===== config.mk =====
export PLATFORM = sky130hd
export DESIGN_NAME = despacho_ctrl
export DESIGN_NICKNAME = d
export VERILOG_FILES = /design/src/rtl/despacho_pkg.sv /design/src/rtl/cola_pedidos.sv /design/src/rtl/despacho_ctrl.sv
export SDC_FILE = /design/constraint.sdc
export NUM_CORES = 1
export LEC_CHECK = 0
export CORE_MARGIN = 4
export CORE_UTILIZATION = 54
export DETAILED_ROUTE_END_ITERATION = 8
export PLACE_DENSITY = 0.81
export SYNTH_ARGS = -nofsm -noshare
export SYNTH_HDL_FRONTEND = slang
export SYNTH_HIERARCHICAL = 1
export SYNTH_SLANG_ARGS = --single-unit

===== constraint.sdc =====
create_clock -name clk -period 2.6 [get_ports clk]
set_input_delay 0.39 -clock clk [delete_from_list [all_inputs] [get_ports clk]]
set_output_delay 0.39 -clock clk [all_outputs]
set_load 0.01 [all_outputs]

===== src/rtl/despacho_pkg.sv =====
// Shared encodings and default sizing for the order-dispatch controller.
package despacho_pkg;

  localparam int DEF_PRODUCTS        = 4;
  localparam int DEF_DEPTH           = 4;
  localparam int DEF_DISPENSE_CYCLES = 8;

  typedef enum logic [1:0] {
    E_IDLE    = 2'd0,
    E_SELECT  = 2'd1,
    E_CONFIRM = 2'd2
  } entry_state_t;

  typedef enum logic [1:0] {
    D_IDLE     = 2'd0,
    D_DISPENSE = 2'd1,
    D_DONE     = 2'd2
  } deliv_state_t;

  // Modular step of a product code in the range 0..n-1, up or down.
  function automatic int unsigned wrap_step(input int unsigned code,
                                            input int unsigned n,
                                            input logic        down);
    int unsigned r;
    if (down) begin
      r = (code == 32'd0) ? (n - 32'd1) : (code - 32'd1);
    end else begin
      r = ((code + 32'd1) >= n) ? 32'd0 : (code + 32'd1);
    end
    return r;
  endfunction

endpackage


===== src/rtl/cola_pedidos.sv =====
// Order FIFO: first-word fall-through head, push refused while full.
module cola_pedidos #(
  parameter  int DEPTH = 4,
  parameter  int W     = 2,
  localparam int AW    = (DEPTH > 1) ? $clog2(DEPTH) : 1,
  localparam int QW    = $clog2(DEPTH) + 1
)(
  input  logic          clk,
  input  logic          reset,
  input  logic          push,
  input  logic          pop,
  input  logic [W-1:0]  din,
  output logic [W-1:0]  dout,
  output logic [QW-1:0] count,
  output logic          full
);

  logic [W-1:0]  mem_r [DEPTH];
  logic [AW-1:0] wr_ptr_r;
  logic [AW-1:0] rd_ptr_r;
  logic [AW-1:0] wr_ptr_next_s;
  logic [AW-1:0] rd_ptr_next_s;
  logic [QW-1:0] count_r;
  logic          push_ok_s;
  logic          pop_ok_s;

  // Qualify requests and compute wrapped pointer increments.
  always_comb begin
    push_ok_s     = push && (count_r != QW'(DEPTH));
    pop_ok_s      = pop && (count_r != {QW{1'b0}});
    wr_ptr_next_s = (wr_ptr_r == AW'(DEPTH - 1)) ? {AW{1'b0}} : (wr_ptr_r + AW'(1));
    rd_ptr_next_s = (rd_ptr_r == AW'(DEPTH - 1)) ? {AW{1'b0}} : (rd_ptr_r + AW'(1));
  end

  // Storage array; contents are don't-care until written.
  always_ff @(posedge clk) begin
    if (push_ok_s) begin
      mem_r[wr_ptr_r] <= din;
    end
  end

  // Pointers and occupancy.
  always_ff @(posedge clk) begin
    if (reset) begin
      wr_ptr_r <= {AW{1'b0}};
      rd_ptr_r <= {AW{1'b0}};
      count_r  <= {QW{1'b0}};
    end else begin
      if (push_ok_s) begin
        wr_ptr_r <= wr_ptr_next_s;
      end
      if (pop_ok_s) begin
        rd_ptr_r <= rd_ptr_next_s;
      end
      case ({push_ok_s, pop_ok_s})
        2'b10:   count_r <= count_r + QW'(1);
        2'b01:   count_r <= count_r - QW'(1);
        default: count_r <= count_r;
      endcase
    end
  end

  assign dout  = mem_r[rd_ptr_r];
  assign count = count_r;
  assign full  = (count_r == QW'(DEPTH));

endmodule


===== src/rtl/despacho_ctrl.sv =====
// Vending-style order controller: button-driven order entry feeding a FIFO,
// drained by a fixed-duration dispense sequencer.
module despacho_ctrl
  import despacho_pkg::*;
#(
  parameter  int PRODUCTS        = DEF_PRODUCTS,
  parameter  int DEPTH           = DEF_DEPTH,
  parameter  int DISPENSE_CYCLES = DEF_DISPENSE_CYCLES,
  localparam int SW              = (PRODUCTS > 1) ? $clog2(PRODUCTS) : 1,
  localparam int QW              = $clog2(DEPTH) + 1
)(
  input  logic          clk,
  input  logic          reset,
  input  logic          btn_next,
  input  logic          btn_back,
  input  logic          btn_ok,
  input  logic          btn_cancel,
  output logic [SW-1:0] sel_product,
  output logic [1:0]    entry_state,
  output logic [QW-1:0] queue_count,
  output logic          queue_full,
  output logic          dispense_active,
  output logic [SW-1:0] dispense_product,
  output logic          order_done,
  output logic          reject
);

  localparam int CW = (DISPENSE_CYCLES > 1) ? $clog2(DISPENSE_CYCLES) : 1;

  logic [3:0]    btn_s;
  logic [3:0]    btn_prev_r;
  logic [3:0]    ev_s;
  logic          act_next_s;
  logic          act_back_s;
  logic          act_ok_s;
  logic          act_cancel_s;

  entry_state_t  e_state_r;
  entry_state_t  e_state_next_s;
  logic [SW-1:0] sel_r;
  logic [SW-1:0] sel_next_s;
  logic          push_s;
  logic          reject_s;
  logic          reject_r;

  deliv_state_t  d_state_r;
  deliv_state_t  d_state_next_s;
  logic [CW-1:0] d_cnt_r;
  logic [CW-1:0] d_cnt_next_s;
  logic          pop_s;
  logic [SW-1:0] disp_prod_r;
  logic          disp_active_r;
  logic          order_done_r;

  logic [SW-1:0] fifo_dout_s;
  logic [QW-1:0] fifo_count_s;
  logic          fifo_full_s;

  assign btn_s = {btn_cancel, btn_ok, btn_back, btn_next};

  // Previous button levels; reset high so a button held through reset is not an event.
  always_ff @(posedge clk) begin
    if (reset) begin
      btn_prev_r <= 4'b1111;
    end else begin
      btn_prev_r <= btn_s;
    end
  end

  // Rising-edge events reduced to a single action: cancel > ok > back > next.
  always_comb begin
    ev_s         = btn_s & ~btn_prev_r;
    act_cancel_s = ev_s[3];
    act_ok_s     = ev_s[2] & ~ev_s[3];
    act_back_s   = ev_s[1] & ~(|ev_s[3:2]);
    act_next_s   = ev_s[0] & ~(|ev_s[3:1]);
  end

  // Entry FSM state and highlighted product register.
  always_ff @(posedge clk) begin
    if (reset) begin
      e_state_r <= E_IDLE;
      sel_r     <= {SW{1'b0}};
      reject_r  <= 1'b0;
    end else begin
      e_state_r <= e_state_next_s;
      sel_r     <= sel_next_s;
      reject_r  <= reject_s;
    end
  end

  // Entry FSM next state and next highlighted product.
  always_comb begin
    e_state_next_s = e_state_r;
    sel_next_s     = sel_r;
    case (e_state_r)
      E_IDLE: begin
        if (act_next_s) begin
          e_state_next_s = E_SELECT;
          sel_next_s     = {SW{1'b0}};
        end else begin
          e_state_next_s = E_IDLE;
        end
      end
      E_SELECT: begin
        if (act_cancel_s) begin
          e_state_next_s = E_IDLE;
        end else if (act_ok_s) begin
          e_state_next_s = E_CONFIRM;
        end else if (act_back_s) begin
          sel_next_s = SW'(wrap_step(32'(sel_r), PRODUCTS, 1'b1));
        end else if (act_next_s) begin
          sel_next_s = SW'(wrap_step(32'(sel_r), PRODUCTS, 1'b0));
        end else begin
          e_state_next_s = E_SELECT;
        end
      end
      E_CONFIRM: begin
        if (act_cancel_s || act_back_s) begin
          e_state_next_s = E_SELECT;
        end else if (act_ok_s && !fifo_full_s) begin
          e_state_next_s = E_IDLE;
        end else begin
          e_state_next_s = E_CONFIRM;
        end
      end
      default: begin
        e_state_next_s = E_IDLE;
        sel_next_s     = {SW{1'b0}};
      end
    endcase
  end

  // Entry FSM outputs: queue push on confirmed ok, reject when the queue is full.
  always_comb begin
    push_s   = 1'b0;
    reject_s = 1'b0;
    if ((e_state_r == E_CONFIRM) && act_ok_s) begin
      push_s   = ~fifo_full_s;
      reject_s = fifo_full_s;
    end else begin
      push_s   = 1'b0;
      reject_s = 1'b0;
    end
  end

  cola_pedidos #(
    .DEPTH (DEPTH),
    .W     (SW)
  ) u_cola (
    .clk   (clk),
    .reset (reset),
    .push  (push_s),
    .pop   (pop_s),
    .din   (sel_r),
    .dout  (fifo_dout_s),
    .count (fifo_count_s),
    .full  (fifo_full_s)
  );

  // Delivery FSM state, dispense timer and registered status outputs.
  always_ff @(posedge clk) begin
    if (reset) begin
      d_state_r     <= D_IDLE;
      d_cnt_r       <= {CW{1'b0}};
      disp_prod_r   <= {SW{1'b0}};
      disp_active_r <= 1'b0;
      order_done_r  <= 1'b0;
    end else begin
      d_state_r     <= d_state_next_s;
      d_cnt_r       <= d_cnt_next_s;
      disp_active_r <= (d_state_next_s == D_DISPENSE);
      order_done_r  <= (d_state_next_s == D_DONE);
      if (pop_s) begin
        disp_prod_r <= fifo_dout_s;
      end else begin
        disp_prod_r <= disp_prod_r;
      end
    end
  end

  // Delivery FSM next state; timer counts 0..DISPENSE_CYCLES-1 while dispensing.
  always_comb begin
    d_state_next_s = d_state_r;
    d_cnt_next_s   = d_cnt_r;
    case (d_state_r)
      D_IDLE: begin
        if (fifo_count_s != {QW{1'b0}}) begin
          d_state_next_s = D_DISPENSE;
          d_cnt_next_s   = {CW{1'b0}};
        end else begin
          d_state_next_s = D_IDLE;
        end
      end
      D_DISPENSE: begin
        if (d_cnt_r == CW'(DISPENSE_CYCLES - 1)) begin
          d_state_next_s = D_DONE;
          d_cnt_next_s   = {CW{1'b0}};
        end else begin
          d_cnt_next_s = d_cnt_r + CW'(1);
        end
      end
      D_DONE: begin
        d_state_next_s = D_IDLE;
      end
      default: begin
        d_state_next_s = D_IDLE;
        d_cnt_next_s   = {CW{1'b0}};
      end
    endcase
  end

  // Delivery FSM output: take the queue head when idle and an order is waiting.
  always_comb begin
    if ((d_state_r == D_IDLE) && (fifo_count_s != {QW{1'b0}})) begin
      pop_s = 1'b1;
    end else begin
      pop_s = 1'b0;
    end
  end

  assign sel_product      = sel_r;
  assign entry_state      = e_state_r;
  assign queue_count      = fifo_count_s;
  assign queue_full       = fifo_full_s;
  assign dispense_active  = disp_active_r;
  assign dispense_product = disp_prod_r;
  assign order_done       = order_done_r;
  assign reject           = reject_r;

endmodule


==> results_dict.tcl, run 1 <==
set metrics [dict create \
    outcome "finished, final reports clean" \
    timing.critical_path.mode_cell "inv_1" \
    source_of_the_worst_register_to_register_timing_path "u_cola/count[0]" \
    syn_to_final_growth_pct 20.8 \
    synth_top_cell_by_area "dfxtp_1" \
    synth_seq_area_share_pct 48.9 \
    dr.pass1.iters 4 \
    max_slew_margin_pct 73.0 \
    post-cts-setup-buffer-count 0 \
    critical_path_top_delay_cell "clkdlybuf4s50_1" \
    timing_worst_setup_path_type "in2reg" \
    initial_utilization_pct 57.4 \
    finalMaxSlewViolations 0 \
    min_delay_path_depth 2 \
    worst-r2r-cell-count 10 \
    antenna_found_initial 0 \
    critical_path.startpoint "btn_cancel" \
    synth_top_cells_by_area "dfxtp_1, edfxtp_1, ha_1" \
    fp.dieH_um 62.4 \
    required_ns 2.86 \
    synth.cell_area_um2 1600 \
    core_area_um2 2780 \
    die-width_um 62.4 \
    synth.top_cells.by_count "dfxtp_1, nor2_1, inv_1" \
    viasPerCell 5.50 \
    worst_slew_pin_slew_ns 0.404 \
    numPortBuffers 18 \
    multiInputGateArea_um2 763 \
    global_route.usage.met1_pct 18.6 \
    global_route_wire_length_before_repair_mm 5.31 \
    synth-edff-count 8 \
    numCtsBuffers 5 \
    share_of_final_layout_standard_cells_stronger_than_drive_strength_1_pct 14.6 \
    antenna_cells_inserted 0 \
    netlist_instances 146 \
    use_met2_pct 30.1 \
    clkSlewWorstSetupHoldPaths_ns 0.10 \
    maxCapViolCount 0 \
    clock_tree.root_cell "clkbuf_4" \
    grt_pass1_vias 1260 \
    dr.first_iter.drc_count 41 \
    final.period_utilization_pct 90.7 \
    drt_wl_total_mm 2.92 \
    maximum_number_of_pins_on_one_net_before_global_route_repair 14 \
    worstPathCellList "clkdlybuf4s50_1, or2b_1, nand2_1, nor3_1, nor2b_4, inv_1, ha_1, inv_1, fa_1, xor2_1, or3_1, a21oi_1" \
    row_count 19 \
    max_freq_mhz 424 \
    design.portCount 19 \
    die-area_um2 3890 \
    filler_cell_count 233 \
    vias 1149 \
    grt_use_total_pct 16.9 \
    antenna_violating_nets_post_route 0 \
    htreeDepth 2 \
    async_reset_ff_share_pct 0 \
    regToRegEndpoint "u_cola/count[2]" \
    yosys_register_bits 35 \
    setup.reg_to_reg.worst_slack_ns 0.31 \
    synth.net_count 163 \
    post-dp-hpwl_mm 2.23 \
    primary_flip_flop_cell_chosen_by_synthesis_mapping "dfxtp_1" \
    rsz_0062_raised_after_global_routing "false" \
    total_power_w 0.000904 \
    ir_worst_vdd_v 0.000404 \
    drc 0 \
    hold_viol 0 \
    met3_usage_pct 4.68 \
    clock_sinks 35 \
    leakage_nw 0.743 \
    ctsResizeCount 0 \
    critical_path_peak_fanout 2 \
    element_type_at_the_critical_path_end "flop" \
    worst_skew_pair.late_latency_ns 0.33 \
    finalCoreUtilization_pct 69.3 \
    synth.avg_cell_area_um2 10.9 \
    cp-start-kind "input port" \
    ctsLongestPathBuffers 2 \
    yosysMostFrequentCell "dfxtp_1" \
    yosys_warnings 6 \
    setup_viol_count_final 0 \
    critPathCapture "u_cola/count[2]" \
    worstHoldPathType "reg2reg" \
    wl_per_cell_um 14.0 \
    number_of_distinct_library_cells_after_synthesis 44 \
    most_utilized_layer_in_the_global_route_result "met2" \
    power_per_cell_area_nw_per_um2 469 \
    critical_path.max_stage_delay_ns 0.47 \
    fin_crit_ns 2.36 \
    cts_tree "done" \
    worst-endpoint-arrival_ns 2.62 \
    share_of_the_synthesized_area_in_the_top_cell_type_pct 33.9 \
    final_nets 194 \
    globalRouteOverflowTotal 0 \
    finalWeightedCongestion 0.834 \
    area_used_by_sequential_logic_in_the_layout_um2 781 \
    postCtsHoldBufs 0 \
    fin_skew_ns 0.0172 \
]
-- cell usage in the layout, fill, tap and decap left out, types with 2 or more instances in the layout --
| cell | Yosys | routed |
|---|---|---|
| a21oi_1 | 4 | 4 |
| a22oi_1 | 2 | 2 |
| and2_1 | 4 | 4 |
| and3_1 | 2 | 2 |
| buf_4 | 0 | 8 |
| clkbuf_4 | 0 | 5 |
| clkdlybuf4s50_1 | 0 | 18 |
| dfxtp_1 | 27 | 27 |
| edfxtp_1 | 8 | 8 |
| ha_1 | 10 | 10 |
| inv_1 | 12 | 12 |
| mux2i_1 | 4 | 4 |
| mux4_2 | 2 | 2 |
| nand2_1 | 4 | 4 |
| nand2b_1 | 5 | 5 |
| nand3_1 | 2 | 2 |
| nor2_1 | 16 | 16 |
| nor2b_4 | 2 | 2 |
| nor3_1 | 5 | 5 |
| o2111ai_1 | 2 | 2 |
| o31ai_1 | 3 | 3 |
| or2_1 | 4 | 4 |
| or3_1 | 2 | 2 |
| xor2_1 | 2 | 2 |
-- registers in the layout (all words and copies together), names as in the netlist, named ones only --
| signal | cells |
|---|---|
| btn_prev_r | 4 |
| d_cnt_r | 3 |
| d_state_r | 2 |
| dispense_active | 1 |
| dispense_product | 2 |
| entry_state | 2 |
| order_done | 1 |
| reject | 1 |
| sel_product | 2 |
| u_cola/count | 3 |
| u_cola/mem_r | 8 |
| u_cola/rd_ptr_r | 2 |
| u_cola/wr_ptr_r | 2 |
-- how the worst min path moves through the flow --
stage	startpoint	to
4_1_cts	u_cola/rd_ptr_r[0]	flop
3_5_place_dp	u_cola/rd_ptr_r[0]	flop
5_1_grt	u_cola/rd_ptr_r[0]	flop
6_report	u_cola/rd_ptr_r[0]	flop
3_3_place_gp	dispense_product[0]	dispense_product[0]
2_1_floorplan	reset	reject
-- metrics by stage --
step                      hold WS [ns]  instances  setup WS [ns]  area, µm²  setup TNS [ns]
after floorplan                  0.467        146          0.275       1600               0
after global placement           0.474        201       -0.00285       1870        -0.00285
after detailed placement         0.499        201         -0.100       1870          -0.100
after CTS                        0.510        209          0.249       1930               0
after global routing             0.544        209          0.123       1930               0
final                            0.500        209          0.241       1930               0
-- layout make-up --
type / instances / area share, %
Clock buffer: 7 / 2.86
Inverter: 12 / 2.34
Tap cell: 31 / 2.01
Multi-Input combinational cell: 97 / 39.6
Sequential cell: 35 / 40.5
Timing Repair Buffer: 26 / 12.5
Clock inverter: 1 / 0.260
-- cells by family after synthesis --
family | count (synthesis) | synth area share (%)
XOR/XNOR | 3 | 1.65
AO/OA/AOI/OAI | 21 | 10.1
adder cells (fa/ha/maj) | 11 | 9.09
buffers and inverters | 14 | 3.29
flip-flops | 35 | 48.9
multiplexers | 7 | 6.27
AND/OR/NAND/NOR | 55 | 20.7
-- routing by layer --
metal / share of wire (%) / vias to the layer above
met1: 42 / 551
met2: 52 / 20
met5: 0 / -
met3: 4.0 / 4
met4: 1.5 / 0
li1: - / 574
-- worst max-delay path, delay by kind of cell --
family / cells / cell delay (ns)
buffers and inverters: 3 / 0.58
AND/OR/NAND/NOR: 5 / 0.82
XOR/XNOR: 1 / 0.15
adder cells (fa/ha/maj): 2 / 0.53
AO/OA/AOI/OAI: 1 / 0.15
-- power by group --
part,switching [W],internal [W]
registers,0.00000253,0.000557
clock network,0.000169,0.000131
logic,0.0000216,0.0000223
(Power assumes the default switching activity.)
==> run 2: changes to the inputs <==
--- a/config.mk
+++ b/config.mk
@@ -8,7 +8,7 @@
 export CORE_MARGIN = 4
 export CORE_UTILIZATION = 54
 export DETAILED_ROUTE_END_ITERATION = 8
-export PLACE_DENSITY = 0.81
+export PLACE_DENSITY = 0.77
 export SYNTH_ARGS = -nofsm -noshare
 export SYNTH_HDL_FRONTEND = slang
 export SYNTH_HIERARCHICAL = 1
==> results_dict.tcl, run 2 (synthesis gave the netlist of run 1 again) <==
set metrics [dict create \
    worstPathCellList "clkdlybuf4s50_1, or2b_1, nand2_1, nor3_1, nor2b_4, inv_1, ha_1, inv_1, fa_1, xor2_1, or3_1, a21oi_1" \
    core_area_um2 2780 \
    filler_cell_count 221 \
    die-area_um2 3890 \
    clock_sinks 35 \
    clkSlewWorstSetupHoldPaths_ns 0.11 \
    dr.first_iter.drc_count 74 \
    row_count 19 \
    fp.dieH_um 62.4 \
    top_register "u_cola/mem_r" \
    fin_skew_ns 0.0139 \
    route.met2.wl_mm 1.42 \
    layout_commonest_cell "dfxtp_1" \
    drt_wl_total_mm 2.80 \
    worst_skew_pair.late_latency_ns 0.34 \
    grt_use_total_pct 16.3 \
    met3_length_um 106 \
    setup_ws_ns 0.297 \
    syn_to_final_growth_pct 20.6 \
    finalCoreUtilization_pct 69.2 \
    reg_top3 "u_cola/mem_r: 8 flops, btn_prev_r: 4 flops" \
    fin_crit_ns 2.30 \
    cts_tree "done" \
    viasPerCell 5.31 \
    outcome "finished, final reports clean" \
    maximum_number_of_pins_on_one_net_before_global_route_repair 15 \
    final.setup.tns_ns 0 \
    critical_path_top_delay_cell "clkdlybuf4s50_1" \
    drc 0 \
    clock_tree.root_cell "clkbuf_4" \
    die-width_um 62.4 \
    worstHoldPathType "reg2reg" \
    power_per_cell_area_nw_per_um2 461 \
    ctsLongestPathBuffers 2 \
    antenna_cells_inserted 0 \
    cp-start-kind "input port" \
    final_cell_mix "dfxtp_1, clkdlybuf4s50_1, nor2_1" \
    worst-r2r-cell-count 10 \
    dpl.cell_count 201 \
    initial_utilization_pct 57.4 \
    post-dp-hpwl_mm 2.20 \
    worst_path_dominant_cell_family "simple AND/OR/NAND/NOR gates" \
    critical_path_peak_fanout 2 \
    globalRouteOverflowTotal 0 \
    numPortBuffers 18 \
    max_freq_mhz 434 \
    ir_worst_vdd_v 0.000397 \
    final_nets 194 \
    max_slew_margin_pct 67.0 \
    post-cts-setup-buffer-count 0 \
    hold_viol 0 \
    share_of_final_layout_standard_cells_stronger_than_drive_strength_1_pct 15.2 \
    min_delay_path_depth 2 \
    worst-endpoint-arrival_ns 2.58 \
    rsz_0062_raised_after_global_routing "false" \
    finalMaxSlewViolations 0 \
    dr.pass1.iters 2 \
    max_ffs_per_register 8 \
    worst_slew_pin_slew_ns 0.494 \
    routedLengthMet1_mm 1.23 \
    critical_path.max_stage_delay_ns 0.47 \
    grt_pass1_vias 1158 \
    setup_viol_count_final 0 \
    antenna_violating_nets_post_route 0 \
    timing_worst_setup_path_type "in2reg" \
    element_type_at_the_critical_path_end "flop" \
    instances_no_fill 209 \
    required_ns 2.88 \
    leakage_nw 0.735 \
    ctsResizeCount 0 \
    htreeDepth 2 \
    final.period_utilization_pct 88.6 \
    crit_cells 12 \
    dp_worst_setup_slack_ns -0.0708 \
    critical_path_buffers_and_inverters 3 \
    maxCapViolCount 0 \
    antenna_found_initial 0 \
    dr.max_layer_used "met4" \
    vias 1109 \
    timing.critical_path.mode_cell "inv_1" \
    design.portCount 19 \
    finalWeightedCongestion 0.847 \
    postCtsHoldBufs 0 \
    wl_per_cell_um 13.4 \
    numCtsBuffers 5 \
    global_route_wire_length_before_repair_mm 5.01 \
]
## run 2: cell count changes in the layout (fill, tap and decap cells not counted), sizes merged
cell and delta:
clkbuf -2, clkinvlp +2
## run 2: path summary, 6_finish.rpt
check / start / slack, ns / endpoint
worst min register to register: u_cola/rd_ptr_r[0] / 0.50 / flop
worst max register to register: u_cola/count[0] / 0.34 / u_cola/count[2]
worst max-delay path: btn_cancel / 0.30 / u_cola/count[2]
worst min-delay path: u_cola/rd_ptr_r[0] / 0.50 / flop
## run 2: power breakdown
part	internal, W	switching, W	total [W]
Combinational	0.0000223	0.0000206	0.0000429
Sequential	0.000557	0.00000283	0.000560
Clock	0.000103	0.000182	0.000285
## run 2: routing by layer
layer  up-vias  track usage, %
met1       515            18.5
met2        15            27.1
met4         0            7.96
li1        575               -
met3         4            5.58
met5         -               0
## run 2: worst register-to-register path, cell delays in order (launching register included)
cell	delay, ns
dfxtp_1	0.51
nor3_1	0.13
nor3_2	0.17
o31ai_2	0.14
inv_1	0.08
ha_1	0.15
inv_1	0.05
fa_1	0.37
xor2_1	0.16
or3_1	0.30
a21oi_1	0.14
## run 2: metrics by stage
| step | power [W] | cell area [µm²] | hold slack (ns) |
|---|---|---|---|
| after global placement | 0.000615 | 1870 | 0.475 |
| final | 0.000888 | 1930 | 0.504 |
| after CTS | 0.000900 | 1930 | 0.506 |
| after floorplan | 0.000596 | 1600 | 0.467 |
| after global routing | 0.000933 | 1930 | 0.542 |
| after detailed placement | 0.000616 | 1870 | 0.493 |
## run 2: cell type report
type,instances,area (µm²),share of cell area (%)
clock buffer,5,37.5,1.95
inverter,12,45.0,2.34
clock inverter,3,20.0,1.04
timing repair buffer,26,240,12.5
sequential,35,781,40.5
tap,31,38.8,2.01
multi-input combinational,97,763,39.6
